--- src/rtl/mul_seq_pkg.sv ---
// Shared encodings for the sequential RV32M multiplier.
package mul_seq_pkg;

   typedef enum logic [1:0] {
      MUL_OP_MUL    = 2'b00,
      MUL_OP_MULH   = 2'b01,
      MUL_OP_MULHSU = 2'b10,
      MUL_OP_MULHU  = 2'b11
   } mul_op_e;

   typedef enum logic [1:0] {
      S_IDLE = 2'b00,
      S_CALC = 2'b01,
      S_SIGN = 2'b10,
      S_DONE = 2'b11
   } state_e;

   // rs1 is treated as signed for MULH and MULHSU
   function automatic logic op_rs1_signed(input mul_op_e op);
      return (op == MUL_OP_MULH) || (op == MUL_OP_MULHSU);
   endfunction

   // rs2 is treated as signed only for MULH
   function automatic logic op_rs2_signed(input mul_op_e op);
      return (op == MUL_OP_MULH);
   endfunction

endpackage

--- src/rtl/mul_seq_rca.sv ---
// N-bit ripple-carry adder shared with the execute stage.
module mul_seq_rca #(
   parameter int unsigned n = 32
) (
   input  logic [n-1:0] a,
   input  logic [n-1:0] b,
   input  logic         cin,
   output logic [n-1:0] sum,
   output logic         cout
);

   // bit-serial carry chain, one full adder per bit
   always_comb begin : ripple
      logic c;
      sum = '0;
      c   = cin;
      for (int unsigned i = 0; i < n; i++) begin
         sum[i] = a[i] ^ b[i] ^ c;
         c      = (a[i] & b[i]) | (c & (a[i] ^ b[i]));
      end
      cout = c;
   end

endmodule

--- src/rtl/mul_seq.sv ---
// Iterative shift-and-add multiplier for MUL/MULH/MULHSU/MULHU.
// Operates on magnitudes and applies the sign at the end.
module mul_seq
   import mul_seq_pkg::*;
#(
   parameter int unsigned N = 32
) (
   input  logic         clk,
   input  logic         rst,
   input  logic         start,
   input  logic [1:0]   op,
   input  logic [N-1:0] rs1,
   input  logic [N-1:0] rs2,
   output logic         busy,
   output logic         done,
   output logic [N-1:0] result
);

   localparam int unsigned CW = $clog2(N);
   localparam logic [N-1:0]   ONE_N  = {{(N-1){1'b0}}, 1'b1};
   localparam logic [2*N-1:0] ONE_2N = {{(2*N-1){1'b0}}, 1'b1};

   state_e         state_q, state_d;
   mul_op_e        op_q, op_d;
   logic           neg_q, neg_d;
   logic [N-1:0]   mcand_q, mcand_d;
   logic [N-1:0]   mplier_q, mplier_d;
   logic [N-1:0]   acc_hi_q, acc_hi_d;
   logic [N-1:0]   result_q, result_d;
   logic [CW-1:0]  cnt_q, cnt_d;

   mul_op_e        op_in;
   logic           sgn1, sgn2;
   logic [N-1:0]   rca_b, rca_sum;
   logic           rca_cout;
   logic [2*N-1:0] prod, prod_fix;

   // partial-product addend selected by the current multiplier LSB
   always_comb begin
      rca_b = mplier_q[0] ? mcand_q : '0;
   end

   mul_seq_rca #(.n(N)) u_rca (
      .a    (acc_hi_q),
      .b    (rca_b),
      .cin  (1'b0),
      .sum  (rca_sum),
      .cout (rca_cout)
   );

   // state and datapath registers
   always_ff @(posedge clk) begin
      if (rst) begin
         state_q  <= S_IDLE;
         op_q     <= MUL_OP_MUL;
         neg_q    <= 1'b0;
         mcand_q  <= '0;
         mplier_q <= '0;
         acc_hi_q <= '0;
         result_q <= '0;
         cnt_q    <= '0;
      end else begin
         state_q  <= state_d;
         op_q     <= op_d;
         neg_q    <= neg_d;
         mcand_q  <= mcand_d;
         mplier_q <= mplier_d;
         acc_hi_q <= acc_hi_d;
         result_q <= result_d;
         cnt_q    <= cnt_d;
      end
   end

   // next-state logic
   always_comb begin
      state_d = state_q;
      case (state_q)
         S_IDLE: if (start) state_d = S_CALC;
         S_CALC: if (cnt_q == CW'(N-1)) state_d = S_SIGN;
         S_SIGN: state_d = S_DONE;
         S_DONE: state_d = S_IDLE;
         default: state_d = S_IDLE;
      endcase
   end

   // datapath: operand capture, shift-add step, sign fix and half select
   always_comb begin
      op_d     = op_q;
      neg_d    = neg_q;
      mcand_d  = mcand_q;
      mplier_d = mplier_q;
      acc_hi_d = acc_hi_q;
      result_d = result_q;
      cnt_d    = cnt_q;
      op_in    = mul_op_e'(op);
      sgn1     = op_rs1_signed(op_in) & rs1[N-1];
      sgn2     = op_rs2_signed(op_in) & rs2[N-1];
      prod     = {acc_hi_q, mplier_q};
      prod_fix = neg_q ? (~prod + ONE_2N) : prod;
      case (state_q)
         S_IDLE: begin
            if (start) begin
               op_d     = op_in;
               neg_d    = sgn1 ^ sgn2;
               // negating the most negative value yields the same bits, read as unsigned
               mcand_d  = sgn1 ? (~rs1 + ONE_N) : rs1;
               mplier_d = sgn2 ? (~rs2 + ONE_N) : rs2;
               acc_hi_d = '0;
               cnt_d    = '0;
            end
         end
         S_CALC: begin
            acc_hi_d = {rca_cout, rca_sum[N-1:1]};
            mplier_d = {rca_sum[0], mplier_q[N-1:1]};
            cnt_d    = cnt_q + CW'(1);
         end
         S_SIGN: begin
            result_d = (op_q == MUL_OP_MUL) ? prod_fix[N-1:0] : prod_fix[2*N-1:N];
         end
         default: ;
      endcase
   end

   // handshake outputs decoded from state
   always_comb begin
      busy   = (state_q == S_CALC) || (state_q == S_SIGN);
      done   = (state_q == S_DONE);
      result = result_q;
   end

endmodule

--- config.mk ---
export PLATFORM = sky130hd
export DESIGN_NAME = mul_seq
export DESIGN_NICKNAME = d
export VERILOG_FILES = /design/src/rtl/mul_seq_pkg.sv /design/src/rtl/mul_seq_rca.sv /design/src/rtl/mul_seq.sv
export SDC_FILE = /design/constraint.sdc
export NUM_CORES = 1
export LEC_CHECK = 0
export ABC_AREA = 1
export BUFFER_PORTS_ARGS = -buffer_cell sky130_fd_sc_hd__buf_4
export CORE_ASPECT_RATIO = 2
export CORE_MARGIN = 2
export CORE_UTILIZATION = 45
export DETAILED_ROUTE_END_ITERATION = 6
export PLACE_DENSITY = 0.62
export SETUP_SLACK_MARGIN = 0.5
export SLEW_MARGIN = 15
export SYNTH_ARGS = -nofsm -noshare
export SYNTH_HDL_FRONTEND = slang
export SYNTH_HIERARCHICAL = 1
export SYNTH_SLANG_ARGS = --single-unit
--- constraint.sdc ---
create_clock -name clk -period 12.95 [get_ports clk]
set_input_delay 0.6475 -clock clk [delete_from_list [all_inputs] [get_ports clk]]
set_output_delay 0.6475 -clock clk [all_outputs]
set_load 0.05 [all_outputs]
==> Flow_metrics.wiki, run 1 <==
{| class="wikitable"
! Metric !! Value
|-
| Outcome || finished clean
|-
| Final period utilization || 94.3%
|-
| Via count || 11,800
|-
| Routed via count divided by cell count || 5.54
|-
| Routability congestion estimate || 1.03
|-
| IO Count || 103
|-
| Mapped Nets || 1,887
|-
| Origin of the worst setup path || mplier_q[0]$_SDFFE_PP0P_
|-
| Clock tree from TritonCTS || built
|-
| Worst slew margin relative to its limit || 31.5%
|-
| Drt first pass iters || 5
|-
| Sequential fraction of the synthesis area || 26.0%
|-
| Worst setup EP type || register
|-
| Reported max-cap violation count || 0
|-
| Primary FF master, synth || dfxtp_1
|-
| Cell mode on critical path || fa_2
|-
| Max rail drop VDD || about 0.15 mV
|-
| WL final || 42,100 um
|-
| GRT overflow || 0
|-
| Inserted Diodes || 0
|-
| Average footprint of a synthesized cell || 5.99 um^2
|-
| Global-route wire length before repair || 63,900 um
|-
| RR Startpoint || mplier_q[0]$_SDFFE_PP0P_
|-
| Worst hold slack across all endpoints || 450 ps
|-
| Later-pin clock latency in the skew report || about 450 ps
|-
| Worst hold start || op[1]
|-
| Leading cell types by total area after synthesis || dfxtp_1 (26%), nand2_1 (17%), nor2_1 (8.9%)
|-
| Initial Utilization || a little under half
|-
| Clock transition at the registers of the reported paths || 70 ps
|-
| Fraction of layout cells with a size suffix above 1 || 12.0%
|-
| Layout Skew || 11.1 ps
|-
| Routed wire length per instance || 19.8 um
|-
| Inserted Clock Buffers || 17
|-
| Number of nets at the end of the flow || roughly 1,900
|-
| Number of failing setup endpoints in the final timing report || 0
|-
| Synthesis warning total || 6
|-
| Initial antenna violation count || 0
|-
| Worst slew pin tran || 1020 ps
|-
| Largest net degree at the start of global routing || 85
|-
| Static leakage || roughly 0.0059 uW
|-
| Overall die area || 0.0250 mm^2
|-
| Number of levels in the clock H-tree || 4
|-
| Nature of the critical path startpoint || register
|-
| Crit path buffers/inverters || 5
|-
| Number of flops mapped to enable cells by yosys || 0
|-
| Power Dens Cells || 219 mW/mm^2
|-
| Die Span Y || 221 um
|-
| Required time at the endpoint of the critical path || 13,320 ps
|-
| Critical path class || reg2reg
|-
| Clock Root Buffer || clkbuf_16
|-
| Post-CTS Setup Repair Bufs || 0
|-
| Worst path slowest cell || fa_1
|-
| Clock net sink count || 138
|-
| Number of different library cells in the post-synthesis netlist || 41
|-
| Leading cell type in the layout, fill and taps excluded || nand2_1
|-
| Post-synthesis async set-or-reset flop share || 0%
|-
| Area of combinational cells with multiple inputs || 0.00691 mm^2
|-
| Post-synthesis sequential element count || 138
|-
| Timing-limited maximum frequency || ~0.082 GHz
|-
| Maximum net fanout on the critical path || 3
|-
| Placement Cell Area || 0.0116 mm^2
|-
| Number of remaining DRC errors || 0
|-
| Cell count after synthesis || ~1,800
|-
| Buffer levels on the longest clock path || 2
|-
| Cell class contributing the biggest share of worst-path delay || adder cells
|-
| Count of nets left with antenna violations after detail routing || 0
|-
| Fraction of synthesized cell area taken by the top area cell type || 26.0%
|-
| Kind of path behind the tightest hold check || in2reg
|-
| Hold-fix buffers, CTS || 0
|-
| Area added between synthesis and finish || 14.6%
|-
| Number of placement rows || 79
|-
| Total power of the final layout || 2670 uW
|-
| Min cycle time layout || 12,210 ps
|-
| CP arrival || roughly 13,000 ps
|-
| Sum of net half-perimeters after detailed placement || 33,300 um
|-
| Global routing usage summed across all routing layers || 33.8%
|-
| First DRT Iteration DRCs || 814
|-
| Buffers added on ports || 102
|-
| Max-slew violations || 0
|-
| Most area-hungry cell type in the Yosys netlist || dfxtp_1
|-
| Count of endpoints failing hold in the final timing report || 0
|-
| Cell area after technology mapping || 0.0106 mm^2
|-
| Largest stage delay on the critical path || 400 ps
|-
| Die outline width || between 100 and 150 um
|-
| Footprint of the flip-flops and latches || 0.00276 mm^2
|-
| Finished layout cell area || approximately 0.012 mm^2
|-
| Fill cell count || 2,492
|-
| Setup repair after global routing missed its margin || yes
|-
| Core Box Area || 0.0232 mm^2
|-
| Most frequent cells in the layout || nand2_1 (479), nor2_1 (249), inv_1 (186)
|-
| Vias in the first global route || approximately 11,000
|}
-- power by group --
| group | switching [uW] | total, uW | internal [uW] | leakage (uW) |
|---|---|---|---|---|
| clock network | 202 | 492 | 289 | 0.000284 |
| registers | 109 | 643 | 534 | 0.00113 |
| logic | 1110 | 1540 | 424 | 0.00449 |
| total | 1420 | 2670 | 1250 | 0.00590 |
-- cell type report --
type,count,share of cell area (%)
well taps,283,2.90
clock inverters,13,1.17
inverters,198,6.11
clock buffers,19,3.63
repair buffers,112,6.90
flip-flops and latches,138,22.7
multi-input cells,1366,56.6
-- stage by stage --
stage / setup slack, ps / utilization, % / std cells / setup TNS, ps
global route: 416 / 52.5 / 2129 / 0
global placement: 30.1 / 49.8 / 2097 / 0
finish: 742 / 52.5 / 2129 / 0
detailed placement: -125 / 49.8 / 2097 / -125
CTS: 538 / 52.5 / 2129 / 0
floorplan: 540 / - / 1776 / 0
-- worst paths after layout --
path	end	slack, ps	cells after the start
max reg2reg	acc_hi_q[30]$_SDFFE_PP0P_	740	40
min	op_q[1]$_SDFFE_PP0P_	450	3
min reg2reg	result[0]$_SDFFE_PP0P_	480	2
max	acc_hi_q[30]$_SDFFE_PP0P_	740	40
-- worst reg2reg max path: cells and delay by family (launching register included) --
kind                       cells  cell delay (ps)
DFF                            1              320
adders and majority gates     32            11270
and+or+nand+nor                2              120
AOI/OAI and AO/OA              1              130
buffers and inverters          5              300
-- routing by layer --
metal / up-vias / global-route usage (%) / routed length [um]
li1: 5844 / - / -
met2: 371 / 65.7 / 23500
met1: 5435 / 30.6 / 13700
met4: 0 / 26.0 / 3530
met5: - / 0 / 0
met3: 138 / 3.83 / 1430
-- synthesized netlist by cell type (2+ instances only) --
library cell,number
nand3b_1,13
nand2_1,479
nor2_1,251
nor2_2,8
a31oi_1,5
nand4_2,2
nand4_1,28
o221ai_1,3
clkinv_1,2
nand2_4,2
o21ai_2,4
a21oi_1,173
inv_2,9
nand3_1,153
nor2_4,5
dfxtp_1,138
clkbuf_1,48
nand3_2,2
o21ai_0,117
xor2_1,17
buf_1,7
inv_1,187
o21ai_1,8
ha_1,10
nand2_2,11
nor3_1,16
o211ai_1,13
xnor2_1,4
fa_1,32
buf_2,18
-- flip-flops by register name, indices dropped and copies added (netlist names) --
name and cells:
state_q 2, result 32, mplier_q 32, cnt_q 5, neg_q 1, acc_hi_q 32, op_q 2, mcand_q 32
-- timing repair --
action / 4_1_cts / 5_1_grt
resized for setup: 15 / 4
pin swaps: 2 / 6
endpoints found under the setup margin: 3 / 1
-- kinds of logic after synthesis --
group	Yosys count	synth area share (%)
simple gates	973	38.8
compound gates	329	16.4
buf+inv	272	9.88
flops	138	26.0
fa+ha+maj	42	7.20
xor+xnor	21	1.73
other cells	1	0.0352
Power figures use the tool's default switching activity.
==> run 2: changes to the inputs <==
BUFFER_PORTS_ARGS = default   (was -buffer_cell sky130_fd_sc_hd__buf_4)
DONT_BUFFER_PORTS = 1   (was default)
PLACE_DENSITY = 0.58   (was 0.62)
REMOVE_ABC_BUFFERS = 1   (was default)
SYNTH_HIERARCHICAL = default   (was 1)
==> run 2 against run 1 <==
Against the previous run:
- non-clock buffer count is 97 lower
- register-to-register slack better by 170 ps
- sequential share of layout area is 1.7 points higher
- routed wire length is 14% lower
- fmax is 1.4% higher
- largest cell class unchanged
- largest power group unchanged
==> Flow_metrics.wiki, run 2 <==
{| class="wikitable"
! Metric !! Value
|-
| Origin of the worst setup path || mcand_q[0]$_SDFFE_PP0P_
|-
| Kind of path behind the tightest hold check || in2reg
|-
| First DRT Iteration DRCs || 640 (-21%)
|-
| IO Count || 103 (unchanged)
|-
| Die Span Y || 220 um (-0.71%)
|-
| RR Startpoint || mcand_q[0]$_SDFFE_PP0P_
|-
| Cell mode on critical path || fa_2
|-
| Power Dens Cells || 222 mW/mm^2 (+1.3%)
|-
| Fraction of the mapped netlist area in compound gates || 17.2% (+0.84 points)
|-
| Leading cell types by total area after synthesis || dfxtp_1 (26%), nand2_1 (15%), nor2_1 (9.4%)
|-
| Sum of net half-perimeters after detailed placement || 28,100 um (-16%)
|-
| Primary FF master, synth || dfxtp_1
|-
| Share of power burned in the clock network || 21.3% (+2.9 points)
|-
| Most frequent cell after synthesis || nand2_1
|-
| Layout Skew || 10.0 ps (-1.07 ps)
|-
| Number of placement rows || 79 (unchanged)
|-
| Routability congestion estimate || 1.00 (-2.7%)
|-
| Max-slew violations || 0 (unchanged)
|-
| Outcome || finished clean
|-
| Worst hold slack across all endpoints || 281 ps (-169 ps)
|-
| Sequential fraction of the synthesis area || 26.3% (+0.38 points)
|-
| Simple-Gate Fraction of Synth Area || 36.4% (-2.5 points)
|-
| Worst slew margin relative to its limit || 34.2% (+2.7 points)
|-
| Number of remaining DRC errors || 0 (unchanged)
|-
| Destination of the worst register-to-register timing path || acc_hi_q[30]$_SDFFE_PP0P_
|-
| Most frequent cells in the layout || nand2_1 (414), nor2_1 (264), inv_1 (192)
|-
| Hold Path End || mplier_q[25]$_SDFFE_PP0P_
|-
| Largest net degree at the start of global routing || 79 (-7.1%)
|-
| Timing-limited maximum frequency || 0.0831 GHz (+1.4%)
|-
| Synthesis warning total || 0 (-6)
|-
| Number of failing setup endpoints in the final timing report || 0 (unchanged)
|-
| Required time at the endpoint of the critical path || 13,330 ps (about the same)
|-
| Clock transition at the registers of the reported paths || 60 ps (about the same)
|-
| Count of endpoints failing hold in the final timing report || 0 (unchanged)
|-
| Drt first pass iters || 6 (+1)
|-
| Routed wire length per instance || 18.4 um (-7.0%)
|-
| Worst hold start || rst
|-
| Fraction of the mapped netlist area in adder cells || 7.23% (+0.034 points)
|-
| Largest family of logic cells by synthesized area || simple AND/OR/NAND/NOR gates
|-
| Switching Power || 1280 uW (-10%)
|-
| Placement Cell Area || 0.0106 mm^2 (-8.1%)
|-
| Initial Utilization || 45.3% (-0.47 points)
|-
| Net Sw Frac || 50.9% (-2.4 points)
|-
| Global-route wire length before repair || 55,700 um (-13%)
|-
| Portion of netlist area occupied by mux cells || 0% (unchanged)
|-
| Overall die area || 0.0246 mm^2 (-1.4%)
|-
| Core Box Area || 0.0231 mm^2 (-0.43%)
|-
| Max rail drop VDD || 0.189 mV (+24%)
|-
| Static leakage || 0.00496 uW (-16%)
|-
| Setup TNS || 0 ps (unchanged)
|-
| Leading cell type in the layout, fill and taps excluded || nand2_1
|-
| Largest stage delay on the critical path || 430 ps (+30 ps)
|-
| Most area-hungry cell type in the Yosys netlist || dfxtp_1
|-
| Initial antenna violation count || 0 (unchanged)
|-
| Xor-xnor portion of the synthesized cell area || 2.41% (+0.68 points)
|-
| Buffers added on ports || 0 (-100%)
|-
| Post-synthesis async set-or-reset flop share || 0% (unchanged)
|-
| Via count || 10,800 (-8.7%)
|-
| Global routing usage summed across all routing layers || 29.5% (-4.4 points)
|-
| Count of cells along the worst register-to-register path || 40 (unchanged)
|-
| Number of nets at the end of the flow || 1,782 (-8.3%)
|-
| Post-synthesis sequential element count || 138 (unchanged)
|-
| Fraction of synthesized cell area taken by the top area cell type || 26.3% (+0.38 points)
|-
| Area added between synthesis and finish || 8.02%
|-
| Buffer levels on the longest clock path || 2 (unchanged)
|-
| Worst path slowest cell || fa_1
|-
| Clock net sink count || 138 (unchanged)
|-
| Number of flops mapped to enable cells by yosys || 0 (unchanged)
|-
| Clock tree from TritonCTS || built
|-
| Later-pin clock latency in the skew report || 440 ps (about the same)
|-
| CP arrival || 12,420 ps (-160 ps)
|-
| Inserted Diodes || 0 (unchanged)
|-
| Setup repair after global routing missed its margin || no
|-
| Final period utilization || 93.0% (-1.3 points)
|-
| Routed via count divided by cell count || 5.47 (-1.1%)
|-
| Average footprint of a synthesized cell || 6.13 um^2 (+2.4%)
|-
| Final setup margin || 910 ps (+168 ps)
|-
| Most frequent cells after synthesis || nand2_1 (414), nor2_1 (264), inv_1 (193)
|-
| Vias in the first global route || 10,500 (-8.8%)
|-
| Cell area after technology mapping || 0.0105 mm^2 (-1.4%)
|-
| Reported max-cap violation count || 0 (unchanged)
|-
| Inserted Clock Buffers || 17 (unchanged)
|-
| Clock Root Buffer || clkbuf_16
|-
| Gate power share || 48.6% (-8.9 points)
|-
| Setup slack of the worst register-to-register path || 910 ps (+170 ps)
|-
| Die outline width || 112 um (-0.70%)
|-
| Int Pwr || 1240 uW (-0.95%)
|-
| GRT overflow || 0 (unchanged)
|-
| Number of levels in the clock H-tree || 4 (unchanged)
|-
| Critical path class || reg2reg
|-
| Count of nets left with antenna violations after detail routing || 0 (unchanged)
|-
| Count of cells along the worst hold path || 1 (-2)
|-
| Finished layout cell area || 0.0113 mm^2 (-7.1%)
|-
| Worst setup EP type || register
|-
| Total power of the final layout || 2510 uW (-5.8%)
|-
| Min cycle time layout || 12,040 ps (-168 ps)
|-
| Cell count after synthesis || 1,710 (-3.7%)
|-
| Number of different library cells in the post-synthesis netlist || 51 (+24%)
|-
| Nature of the critical path startpoint || register
|-
| Placement-stage worst setup slack || -170 ps (-44.7 ps)
|-
| Fraction of layout cells with a size suffix above 1 || 6.96% (-5.1 points)
|-
| Maximum net fanout on the critical path || 2 (-1)
|-
| WL final || 36,200 um (-14%)
|-
| Worst slew pin tran || 987 ps (-30.0 ps)
|-
| Sequential group share of total power || 30.1% (+6.0 points)
|}
## run 2: logic make-up after synthesis
group / Yosys count
and+or+nand+nor: 895
adders and majority gates: 42
xor gates and xnor gates: 28
buffers and inverters: 273
DFF: 138
AOI/OAI and AO/OA: 334
## run 2: how the worst max path moves through the flow
stage | cells past startpoint | to
after global placement | 40 | acc_hi_q[30]$_SDFFE_PP0P_
after detailed placement | 40 | acc_hi_q[30]$_SDFFE_PP0P_
after floorplan | 40 | acc_hi_q[30]$_SDFFE_PP0P_
final | 40 | acc_hi_q[30]$_SDFFE_PP0P_
after global routing | 40 | acc_hi_q[30]$_SDFFE_PP0P_
after CTS | 40 | acc_hi_q[30]$_SDFFE_PP0P_
## run 2: stage by stage
stage / util, % / cells
floorplan: - / 1637
global placement: 45.9 / 1935
detailed placement: 45.9 / 1935
CTS: 48.9 / 1965
global route: 49.0 / 1965
finish: 49.0 / 1965
## run 2: timing repair
action / CTS / global route
hold buffers: 0 / 0
buffers inserted: 0 / 0
gates resized for setup: 16 / 8
endpoints found under the setup margin: 4 / 2
## run 2: layout make-up
cell class              instances  area, um^2
fillers                      2495       11800
multi-input cells            1299        6700
flip-flops and latches        138        2760
inverters                     200         751
clock buffers                  24         512
well taps                     283         354
clock inverters                 6         134
repair buffers                 15         113
## run 2: power by group through the flow
stage / logic [uW] / registers [uW] / clock network [uW]
CTS: 1210 / 755 / 544
detailed placement: 1210 / 763 / 0
global route: 1370 / 769 / 561
finish: 1220 / 756 / 537
global placement: 1200 / 761 / 0
floorplan: 845 / 745 / 0
## run 2: critical path: cells and delay by family (launching register included)
| kind | cells | cell delay (ps) |
|---|---|---|
| flip-flops | 1 | 330 |
| buffers and inverters | 5 | 280 |
| AND/OR/NAND/NOR | 2 | 150 |
| adder cells (fa/ha/maj) | 32 | 11080 |
| AO/OA/AOI/OAI | 1 | 170 |
## run 2: metal layers
layer  global-route usage, %  up-vias  wire length, um
met5                       0        -                0
met4                    19.7        0             2630
met3                    4.18      109             1360
met2                    57.9      304            19800
met1                    27.7     4889            12400
li1                        -     5455                -
